==> src/rtl/sram_rr_arbiter.sv <==
// ============================================================================
// sram_rr_arbiter
// ----------------------------------------------------------------------------
// Two-channel arbiter in front of an asynchronous SRAM PHY. Requesters A and B
// share the single SRAM port. At most one access is granted per cycle. The PHY
// drive is fully registered. Read data goes back to the channel that issued
// the read after a fixed latency. Idle PHY cycles are inserted when a read
// follows a write, so the dq bus can turn around.
//
// Configuration macro:
//   SRAM_ARB_FIXED_PRIO_EN  defined   -> channel A always wins simultaneous
//                                        requests (B may starve).
//                           undefined -> round-robin (default).
//
// Parameters:
//   DW      data width
//   AW      address width
//   RD_LAT  cycles from the PHY read cycle to the sram_dq_rd sample (1..4)
//   TURN    idle PHY cycles inserted when a read follows a write (0..3)
//
// Ports:
//   clk, rst              clock; synchronous active-high reset
//   en                    chip enable; 0 blocks all new grants
//   addr_a/b, wdata_a/b   request address / write data per channel
//   req_a/b, we_a/b       request strobe and direction (1 = write)
//   busy_a/b              request not accepted this cycle (combinational)
//   rdata_a/b, valid_a/b  read return data and one-cycle valid pulse
//   sram_addr             registered PHY address
//   sram_ce_n/we_n/oe_n   registered PHY strobes, active low
//   sram_dq_wr            write data for the top-level tristate
//   sram_dq_oe            1 = top level drives sram_dq_wr onto dq
//   sram_dq_rd            sampled dq input
// ============================================================================
module sram_rr_arbiter #(
    parameter int DW     = 8,
    parameter int AW     = 19,
    parameter int RD_LAT = 1,
    parameter int TURN   = 1
) (
    input  logic          clk,
    input  logic          rst,
    input  logic          en,
    input  logic [AW-1:0] addr_a,
    input  logic [AW-1:0] addr_b,
    input  logic [DW-1:0] wdata_a,
    input  logic [DW-1:0] wdata_b,
    input  logic          req_a,
    input  logic          req_b,
    input  logic          we_a,
    input  logic          we_b,
    output logic          busy_a,
    output logic          busy_b,
    output logic [DW-1:0] rdata_a,
    output logic [DW-1:0] rdata_b,
    output logic          valid_a,
    output logic          valid_b,
    output logic [AW-1:0] sram_addr,
    output logic          sram_ce_n,
    output logic          sram_we_n,
    output logic          sram_oe_n,
    output logic [DW-1:0] sram_dq_wr,
    output logic          sram_dq_oe,
    input  logic [DW-1:0] sram_dq_rd
);

    typedef enum logic [1:0] {
        ST_IDLE,
        ST_RUN,
        ST_TURN
    } state_t;

    // The cycle in which a read is held back already yields one idle PHY
    // cycle, so the TURN state only has to cover the remaining TURN-1 cycles.
    localparam logic [1:0] TURN_LOAD = (TURN > 1) ? 2'(TURN - 1) : 2'd0;
    localparam bit         TURN_EN   = (TURN != 0);

    // ------------------------------------------------------------------------
    // State registers
    // ------------------------------------------------------------------------
    state_t              state_q,      state_d;
    logic [1:0]          turn_cnt_q,   turn_cnt_d;
`ifndef SRAM_ARB_FIXED_PRIO_EN
    logic                rr_last_b_q,  rr_last_b_d;  // 1 = B was granted last
`endif

    logic [AW-1:0]       sram_addr_q,  sram_addr_d;
    logic                sram_ce_n_q,  sram_ce_n_d;
    logic                sram_we_n_q,  sram_we_n_d;
    logic                sram_oe_n_q,  sram_oe_n_d;
    logic [DW-1:0]       sram_dq_wr_q, sram_dq_wr_d;
    logic                sram_dq_oe_q, sram_dq_oe_d;

    // Read tag pipe: stage 0 lines up with the PHY read cycle.
    logic [RD_LAT-1:0]   rd_v_q,       rd_v_d;
    logic [RD_LAT-1:0]   rd_ch_q,      rd_ch_d;      // 1 = channel B

    logic [DW-1:0]       rdata_a_q,    rdata_a_d;
    logic [DW-1:0]       rdata_b_q,    rdata_b_d;
    logic                valid_a_q,    valid_a_d;
    logic                valid_b_q,    valid_b_d;

    // ------------------------------------------------------------------------
    // Arbitration
    // ------------------------------------------------------------------------
    logic elig_a, elig_b;
    logic pick_a, pick_b;
    logic win_we;
    logic phy_wr;
    logic turn_block;
    logic grant_a, grant_b;
    logic grant_any;
    logic grant_we;

    // A PHY write cycle is the only one that drives we_n low.
    assign phy_wr = !sram_we_n_q;

    // NOTE: every signal assigned in an always_comb gets a default at the top
    // of the block; otherwise a path that skips the assignment infers a latch.
    always_comb begin
        elig_a = req_a && en && (state_q != ST_TURN);
        elig_b = req_b && en && (state_q != ST_TURN);

`ifdef SRAM_ARB_FIXED_PRIO_EN
        pick_a = elig_a;
        pick_b = elig_b && !elig_a;
`else
        // On a tie the channel that was not granted last wins.
        pick_a = elig_a && (!elig_b || rr_last_b_q);
        pick_b = elig_b && (!elig_a ||  !rr_last_b_q);
`endif

        win_we = pick_a ? we_a : we_b;

        // A read that wins right behind a PHY write is held off for the
        // turnaround; nobody is granted in that cycle.
        turn_block = TURN_EN && (pick_a || pick_b) && !win_we && phy_wr;

        grant_a   = pick_a && !turn_block;
        grant_b   = pick_b && !turn_block;
        grant_any = grant_a || grant_b;
        grant_we  = grant_a ? we_a : we_b;
    end

    assign busy_a = req_a && !grant_a;
    assign busy_b = req_b && !grant_b;

    // ------------------------------------------------------------------------
    // FSM next state
    // ------------------------------------------------------------------------
    always_comb begin
        state_d    = state_q;
        turn_cnt_d = turn_cnt_q;

        case (state_q)
            ST_IDLE, ST_RUN: begin
                if (turn_block) begin
                    if (TURN_LOAD != 2'd0) begin
                        state_d    = ST_TURN;
                        turn_cnt_d = TURN_LOAD;
                    end else begin
                        state_d    = ST_RUN;
                    end
                end else if (grant_any) begin
                    state_d = ST_RUN;
                end
            end
            ST_TURN: begin
                if (turn_cnt_q <= 2'd1) begin
                    state_d    = ST_RUN;
                    turn_cnt_d = 2'd0;
                end else begin
                    turn_cnt_d = turn_cnt_q - 2'd1;
                end
            end
            default: begin
                state_d    = ST_IDLE;
                turn_cnt_d = 2'd0;
            end
        endcase
    end

`ifndef SRAM_ARB_FIXED_PRIO_EN
    always_comb begin
        rr_last_b_d = rr_last_b_q;
        if (grant_any) begin
            rr_last_b_d = grant_b;
        end
    end
`endif

    // ------------------------------------------------------------------------
    // PHY drive (next cycle)
    // ------------------------------------------------------------------------
    always_comb begin
        // Idle PHY by default; address and write data hold their last value.
        sram_addr_d  = sram_addr_q;
        sram_dq_wr_d = sram_dq_wr_q;
        sram_ce_n_d  = 1'b1;
        sram_we_n_d  = 1'b1;
        sram_oe_n_d  = 1'b1;
        sram_dq_oe_d = 1'b0;

        if (grant_any) begin
            sram_ce_n_d = 1'b0;
            sram_addr_d = grant_a ? addr_a : addr_b;
            if (grant_we) begin
                sram_we_n_d  = 1'b0;
                sram_dq_oe_d = 1'b1;
                sram_dq_wr_d = grant_a ? wdata_a : wdata_b;
            end else begin
                sram_oe_n_d  = 1'b0;
            end
        end
    end

    // ------------------------------------------------------------------------
    // Read return
    // ------------------------------------------------------------------------
    logic ret_v;
    logic ret_ch;

    always_comb begin
        rd_v_d     = rd_v_q;
        rd_ch_d    = rd_ch_q;
        rd_v_d[0]  = grant_any && !grant_we;
        rd_ch_d[0] = grant_b;
        for (int i = 1; i < RD_LAT; i++) begin
            rd_v_d[i]  = rd_v_q[i-1];
            rd_ch_d[i] = rd_ch_q[i-1];
        end

        ret_v  = rd_v_q[RD_LAT-1];
        ret_ch = rd_ch_q[RD_LAT-1];

        valid_a_d = ret_v && !ret_ch;
        valid_b_d = ret_v &&  ret_ch;
        rdata_a_d = valid_a_d ? sram_dq_rd : rdata_a_q;
        rdata_b_d = valid_b_d ? sram_dq_rd : rdata_b_q;
    end

    // ------------------------------------------------------------------------
    // Registers
    // ------------------------------------------------------------------------
    // NOTE: sequential state is written with non-blocking assignments so every
    // flop samples the values from before the edge, independent of order.
    always_ff @(posedge clk) begin
        if (rst) begin
            state_q      <= ST_IDLE;
            turn_cnt_q   <= 2'd0;
`ifndef SRAM_ARB_FIXED_PRIO_EN
            rr_last_b_q  <= 1'b1;
`endif
            sram_addr_q  <= '0;
            sram_ce_n_q  <= 1'b1;
            sram_we_n_q  <= 1'b1;
            sram_oe_n_q  <= 1'b1;
            sram_dq_wr_q <= '0;
            sram_dq_oe_q <= 1'b0;
            rd_v_q       <= '0;
            rd_ch_q      <= '0;
            rdata_a_q    <= '0;
            rdata_b_q    <= '0;
            valid_a_q    <= 1'b0;
            valid_b_q    <= 1'b0;
        end else begin
            state_q      <= state_d;
            turn_cnt_q   <= turn_cnt_d;
`ifndef SRAM_ARB_FIXED_PRIO_EN
            rr_last_b_q  <= rr_last_b_d;
`endif
            sram_addr_q  <= sram_addr_d;
            sram_ce_n_q  <= sram_ce_n_d;
            sram_we_n_q  <= sram_we_n_d;
            sram_oe_n_q  <= sram_oe_n_d;
            sram_dq_wr_q <= sram_dq_wr_d;
            sram_dq_oe_q <= sram_dq_oe_d;
            rd_v_q       <= rd_v_d;
            rd_ch_q      <= rd_ch_d;
            rdata_a_q    <= rdata_a_d;
            rdata_b_q    <= rdata_b_d;
            valid_a_q    <= valid_a_d;
            valid_b_q    <= valid_b_d;
        end
    end

    assign sram_addr  = sram_addr_q;
    assign sram_ce_n  = sram_ce_n_q;
    assign sram_we_n  = sram_we_n_q;
    assign sram_oe_n  = sram_oe_n_q;
    assign sram_dq_wr = sram_dq_wr_q;
    assign sram_dq_oe = sram_dq_oe_q;
    assign rdata_a    = rdata_a_q;
    assign rdata_b    = rdata_b_q;
    assign valid_a    = valid_a_q;
    assign valid_b    = valid_b_q;

endmodule

==> config.mk <==
export PLATFORM = sky130hd
export DESIGN_NAME = sram_rr_arbiter
export DESIGN_NICKNAME = d
export VERILOG_FILES = /design/src/rtl/sram_rr_arbiter.sv
export SDC_FILE = /design/constraint.sdc
export NUM_CORES = 1
export LEC_CHECK = 0
export ABC_AREA = 0
export BUFFER_PORTS_ARGS = -buffer_cell sky130_fd_sc_hd__buf_4
export CORE_ASPECT_RATIO = 0.75
export CORE_UTILIZATION = 45
export CTS_BUF_LIST = sky130_fd_sc_hd__clkbuf_2
export CTS_CLUSTER_SIZE = 24
export DETAILED_ROUTE_END_ITERATION = 16
export PLACE_DENSITY = 0.84
export SETUP_SLACK_MARGIN = 0.3
export SLEW_MARGIN = 10
export SYNTH_ARGS = -nofsm -noshare
export SYNTH_HDL_FRONTEND = slang
export SYNTH_SLANG_ARGS = --single-unit
==> constraint.sdc <==
create_clock -name clk -period 2.1 [get_ports clk]
set_clock_uncertainty 0.2 [all_clocks]
set_input_delay 0.42 -clock clk [delete_from_list [all_inputs] [get_ports clk]]
set_output_delay 0.42 -clock clk [all_outputs]
set_load 0.01 [all_outputs]
Word level (Yosys, flattened, before mapping):

Index checks and enable logic that the tools add are counted.

* $mul: 0
* add/subtract/negate cells: 1
* shifts and indexed selects: 0
* mux-type cells: 13
* equal/unequal tests: 5
* bitwise gates (word level): 1
* order comparisons: 1
* divide/modulo/power cells: 0
* reduce and logical (&&, ||, !) cells: 34

Operators with widths (number)
* $mux W19: 1
* $logic_and A1 B1 Y1: 15
* $logic_not A1 Y1: 10
* $mux W2: 4
* $mux W8: 1
* $pmux W2 S2: 2
* $mux W1: 5
* $logic_or A1 B1 Y1: 4
* $ne A2 B2 Y1 const B: 2
* $reduce_and A2 Y1: 2
* $reduce_or A2 Y1: 2
* $ne A3 B3 Y1 const B: 1
* $eq A2 B1 Y1 const B: 1
* $eq A2 B2 Y1 const B: 1
* $le A2 B1 Y1 const B: 1
* $logic_not A2 Y1: 1
* $sub A2 B1 Y2 const B: 1
* $not A1 Y1: 1

* bits in writable memories: 0
* word-level logic and storage cells: 70
* latch bits: 0
* memories: 0
* memory bits (read-only): 0
* output and inout bits: 51
* bits in registers: 56

Longest topological paths before layout:

Gate-level depths: netlist of run 1.

* depth in word-level cells: 15
* depth in mapped cells: 6
* depth with buffers taken out: 4

Worst setup path before layout of run 1:

Ideal clock, no wire load.

* path kind: input -> output
* start point: input req_b
* end point: output busy_a
* stages on the path: 5
* path buffers: 2
* slack: 0.083 ns
* data required time: 1.480 ns
* arrival: 1.397 ns
* cells stage by stage: nor2b_4 or3_1 buf_2 buf_2 and2_1

* word-level cells in the longest chain between the ends: 13

RTL lines
* start: declaration: line 48 `input logic req_b,`
* $logic_and A1 B1 Y1 (*) (2 in series): line 121 `elig_b = req_b && en && (state_q != ST_TURN);`
* $logic_not A1 Y1: line 128 `pick_a = elig_a && (!elig_b || rr_last_b_q);`
* $logic_or A1 B1 Y1: line 128
* $logic_and A1 B1 Y1: line 128
* $mux W1: line 132 `win_we = pick_a ? we_a : we_b;`
* $logic_not A1 Y1: line 136 `turn_block = TURN_EN && (pick_a || pick_b) && !win_we && phy_wr;`
* $logic_and A1 B1 Y1 (2 in series): line 136
* $logic_not A1 Y1: line 138 `grant_a = pick_a && !turn_block;`
* $logic_and A1 B1 Y1 (*): line 138
* $logic_not A1 Y1 (*): line 144 `assign busy_a = req_a && !grant_a;`
* $logic_and A1 B1 Y1 (*): line 144
* end: declaration: line 51 `output logic busy_a,`

Every way passes the cells marked *; elsewhere a longest branch is shown, timed or not.

Worst setup path in the final report of run 1:

* start point: register sram_we_n_q (netlist: sram_we_n)
* end point: output busy_a

* word-level cells in the longest chain between the ends: 6

RTL lines
* start: declaration: line 88 `logic sram_we_n_q, sram_we_n_d;`
* start signal: assignment: line 273 `sram_we_n_q <= sram_we_n_d;`
* $logic_not A1 Y1: line 115 `assign phy_wr = !sram_we_n_q;`
* $logic_and A1 B1 Y1: line 136
* $logic_not A1 Y1: line 138
* $logic_and A1 B1 Y1: line 138
* $logic_not A1 Y1: line 144
* $logic_and A1 B1 Y1: line 144

No other way between the ends.

==> flow_summary.yaml, run 1 <==
status:
  outcome: "complete, but fails checks"
  violations: "negative hold slack, negative setup slack"
sta:
  final.min_clock_period_ps: 2220
  whs_ps: -34.4
  finalSetupTns_ps: -1340
  final-hold-violation-count: 5
  rsz0062_at_grt: "true"
  slew_headroom: 0.638
  tightest_slew_ps: 543
  drv_slew: 0
  max_freq_mhz: 450
  finalCritPeriodShare: 1.06
  final-setup-viol-count: 22
  setup_slack_ps: -122
cts:
  clock_path_buffers: 2
  htree_levels: 2
  cts_tree: "yes"
  clk_pin_slew_ps: 330
  clock-sinks: 52
  clock_latency_ps: 510
  numCtsBuffers: 5
  cts_root_buf: "clkbuf_2"
critical_path:
  slowest_delay_ps: 430
  start_kind: "register"
  cp.required_ps: 1480
  cp.arrival_ps: 1600
  reg2reg_slack_ps: -110
  cpMaxStageDelayCell: "dfxtp_2"
  reg2regPathDepth: 9
  end_kind: "output pin"
  crit_fanout: 2
  critPathKind: "reg -> out"
  crit_chain: "nor2_1 > or3_4 > and2_4 > buf_6"
  path_depth: 4
  crit_buf_inv: 1
  crit_family: "simple AND/OR/NAND/NOR gates"
floorplan:
  num_rows: 20
  dieArea_mm2: 0.00489
  coreArea_mm2: 0.00423
  die_y_um: 60.8
  fp.dieW_um: 80.4
  start_util: 0.491
  io_pins: 120
synthesis:
  yosysWarnings: 0
  synthCells: 208
  yosysSeqAreaShare: 0.501
  ys_ff_latch: 52
  mappedNetlistArea_mm2: 0.00208
  syn_nets: 277
  synthArstFlopShare: 0
  ys_types: 29
  synth_edf_count: 0
  synth_flop_cell: "dfxtp_1"
  synth.avg_cell_area_um2: 9.99
placement:
  place_hpwl_mm: 4.21
  routabilityCongestion: 0.738
  place_inst: 374
  portBuffers: 119
final_layout:
  antenna_cells: 0
  area_delta_synth_final_pct: 82.2
  drive_gt1_frac: 0.531
  final_common_cell: "buf_4"
  final_cell_mix: "buf_4, dfxtp_1, nand2_1, mux2i_1, a21oi_1"
  nets: 426
  fin_cells: 413
global_route:
  track_usage: 0.312
  overflow: 0
  grt_pass1_wl_mm: 11.0
  grt_pass1_vias: 2178
  grt_max_degree: 33
  antenna_found_initial: 0
route:
  avgRoutedWirePerCell_um: 22.4
  drtIter0Drc: 175
  drt_wl_total_mm: 9.26
  first_pass_iters: 5
  antenna_left: 0
  num_vias: 2421
  drcViolationCount: 0
  viasPerCell: 5.86
run:
  maxCapViolations: 0
pwr:
  ir_worst_vdd_mv: 0.438
  cellPowerDensity_mw_per_mm2: 590
  power.leakage_nw: 1.74
min_path:
  hold_class: "in -> reg"
  whs_path_depth: 3
==> cells in the mapped netlist, drive strengths merged (2+ instances only) <==
cell	count	area, um2
nand3	9	45.0
a211o	2	18.8
o2bb2ai	19	166
a21oi	16	80.1
nor2b	6	45.0
clkbuf	8	30.0
dfxtp	52	1040
nand2	26	97.6
nand2b	2	12.5
nor3	8	40.0
buf	9	53.8
mux2i	27	270
a211oi	9	67.6
nor2	4	15.0
==> timing repair <==
action	CTS	global route
setup buffers	9	3
resized for setup	33	11
hold buffers	7	7
endpoints found under the hold margin	7	8
gates cloned	3	2
setup endpoints to repair	29	30
pin swaps	9	10
==> per-layer routing <==
metal  vias to the layer above  global-route usage  wire (um)
met1                      1157               0.351       3560
met4                         0               0.184        493
met3                        47              0.0692        709
li1                       1050                   -          -
met2                       167               0.554       4500
met5                         -                   0          0
==> worst min-delay path, stage by stage <==
cell	delay, ps
buf_4	80
mux2i_1	70
o2bb2ai_2	130
==> where the power goes <==
part	switching (mW)	leakage [nW]	internal, mW
registers	0.0466	0.424	1.04
clock network	0.371	0.0396	0.205
logic	0.248	1.28	0.322
total	0.665	1.74	1.57
==> final timing paths <==
check	startpoint	end
worst max register to register	sram_we_n	sram_addr[16]
worst min register to register	rdata_b[0]	rdata_b[0]
worst min-delay path	addr_a[3]	sram_addr[3]
worst max-delay path	sram_we_n	busy_a
==> area by class of cell <==
class | count | area, um2
timing repair buffer | 159 | 1400
fill | 171 | 445
tap | 55 | 68.8
clock inverter | 3 | 46.3
clock buffer | 5 | 25.0
sequential | 52 | 1040
multi-input combinational | 139 | 1200
==> logic make-up after synthesis <==
logic type,after synthesis,share of synthesized area
AOI/OAI and AO/OA,50,0.180
buffers and inverters,17,0.0404
DFF,52,0.501
muxes,27,0.130
and+or+nand+nor,62,0.148
==> per-stage QoR <==
stage | utilization | power [mW] | worst slack [ps] | cell area, um2
finish | 0.895 | 2.23 | -122 | 3780
global route | 0.895 | 2.29 | -193 | 3780
CTS | 0.843 | 2.10 | -78.1 | 3560
detailed placement | 0.728 | 1.48 | 48.6 | 3080
global placement | 0.728 | 1.47 | 72.9 | 3080
floorplan | - | 1.26 | 239 | 2110
==> state kept, by name, indices dropped and copies added (netlist names), 8 cells and up <==
register	flops
sram_addr	19
rdata_b	8
sram_dq_wr	8
rdata_a	8
Power figures use the tool's default switching activity.
==> run 2: changes to the inputs <==
--- a/config.mk
+++ b/config.mk
@@ -7,7 +7,7 @@
 export LEC_CHECK = 0
 export ABC_AREA = 0
 export BUFFER_PORTS_ARGS = -buffer_cell sky130_fd_sc_hd__buf_4
-export CORE_ASPECT_RATIO = 0.75
+export CORE_MARGIN = 8
 export CORE_UTILIZATION = 45
 export CTS_BUF_LIST = sky130_fd_sc_hd__clkbuf_2
 export CTS_CLUSTER_SIZE = 24
==> flow_summary.yaml, run 2 (synthesis results as in run 1) <==
run:
  maxCapViolations: 0
floorplan:
  fp.dieW_um: 83.9
  num_rows: 24
  io_pins: 120
  die_y_um: 83.9
  coreArea_mm2: 0.00441
  start_util: 0.471
  dieArea_mm2: 0.00705
min_path:
  worstHoldStart: "addr_a[0]"
  hold_class: "in -> reg"
critical_path:
  crit_start: "rr_last_b_q"
  r2r-start: "sram_we_n"
  crit_fanout: 4
  cp.required_ps: 1480
  critPathKind: "reg -> out"
  cp.arrival_ps: 1500
  start_kind: "register"
  end_kind: "output pin"
route:
  avgRoutedWirePerCell_um: 17.8
  drtIter0Drc: 50
  antenna_left: 0
  drcViolationCount: 0
  drt_wl_total_mm: 6.99
  num_vias: 2099
  first_pass_iters: 4
  viasPerCell: 5.34
cts:
  clk_pin_slew_ps: 250
  clock-sinks: 52
  cts_root_buf: "clkbuf_2"
  clock_path_buffers: 2
  cts_tree: "yes"
  clock_latency_ps: 410
  numCtsBuffers: 5
  htree_levels: 2
global_route:
  overflow: 0
  grt_pass1_wl_mm: 10.7
  track_usage: 0.183
  use_met1: 0.192
  grt_use_met2: 0.314
  met3_usage: 0.0938
  grt_max_degree: 33
  antenna_found_initial: 0
  top_usage_layer: "met2"
  grt_pass1_vias: 2274
sta:
  slew_headroom: 0.676
  whs_ps: 64.4
  final-setup-viol-count: 1
  setup_slack_ps: -23.2
  final.min_clock_period_ps: 2120
  tightest_slew_ps: 484
  finalCritPeriodShare: 1.01
  rsz0062_at_grt: "true"
  final-hold-violation-count: 0
  max_freq_mhz: 471
  drv_slew: 0
placement:
  routabilityCongestion: 0.822
  portBuffers: 119
  place_inst: 369
  place_hpwl_mm: 5.00
status:
  violations: "negative setup slack"
  outcome: "complete, but fails checks"
final_layout:
  final_common_cell: "buf_4"
  largest_reg_flops: 19
  final_cell_mix: "buf_4, dfxtp_1, mux2i_1"
  nets: 409
  area_delta_synth_final_pct: 64.7
  drive_gt1_frac: 0.478
  antenna_cells: 0
  fin_cells: 393
pwr:
  power.leakage_nw: 1.60
  cellPowerDensity_mw_per_mm2: 596
  ir_worst_vdd_mv: 0.352
[run 2: changes by cell type in the layout (fill, tap and decap cells not counted), moves of 3 or more]
cell           before  now
a211oi_1            3    9
a211oi_2            6    0
buf_12              6    2
buf_4             129  125
buf_6               6    3
dlygate4sd3_1      14   10
o2bb2ai_1           0    5
o2bb2ai_4           5    2
[run 2: layer usage]
layer  wire length (um)  vias up
li1                   -     1010
met4                 76        0
met1               2700      992
met3                652        6
met5                  0        -
met2               3560       91
[run 2: cell type report]
class,instances,area (um2)
timing repair buffer,142,1160
multi-input combinational,139,1080
sequential,52,1040
fill,298,993
tap,52,65.1
clock inverter,3,42.5
clock buffer,5,25.0
[run 2: timing repair]
action | CTS | global route
endpoints found under the setup margin | 17 | 31
gates cloned | 1 | 1
hold endpoints to repair | 6 | 4
pin swaps | 1 | 0
gates resized for setup | 16 | 6
hold buffers | 6 | 4
buffers inserted | 4 | 0
[run 2: final timing paths]
check | slack (ps) | cells past startpoint | to
worst max register to register | 230 | 6 | sram_addr[9]
worst min register to register | 280 | 2 | rdata_b[2]
worst max-delay path | -20 | 4 | busy_a
worst min-delay path | 60 | 3 | sram_addr[0]
[run 2: report_power, final]
group	total (mW)	switching, mW	internal (mW)
Sequential	1.08	0.0387	1.04
Clock	0.505	0.306	0.199
Combinational	0.455	0.192	0.263
[run 2: worst max-delay path, cell delays in order, from the launching register on]
cell     delay (ps)
dfxtp_2         430
nor2b_4          60
or3_4           340
and2_4          150
buf_6           110
[run 2: per-stage QoR]
| step | total power, mW | setup TNS (ps) | util | worst slack, ps | instance area (um2) |
|---|---|---|---|---|---|
| floorplan | 1.26 | 0 | - | 239 | 2110 |
| global placement | 1.47 | 0 | 0.693 | 73.0 | 3060 |
| detailed placement | 1.48 | 0 | 0.693 | 8.47 | 3060 |
| CTS | 2.03 | -25.5 | 0.752 | -25.5 | 3320 |
| global route | 2.13 | -250 | 0.775 | -134 | 3420 |
| finish | 2.04 | -23.2 | 0.775 | -23.2 | 3420 |
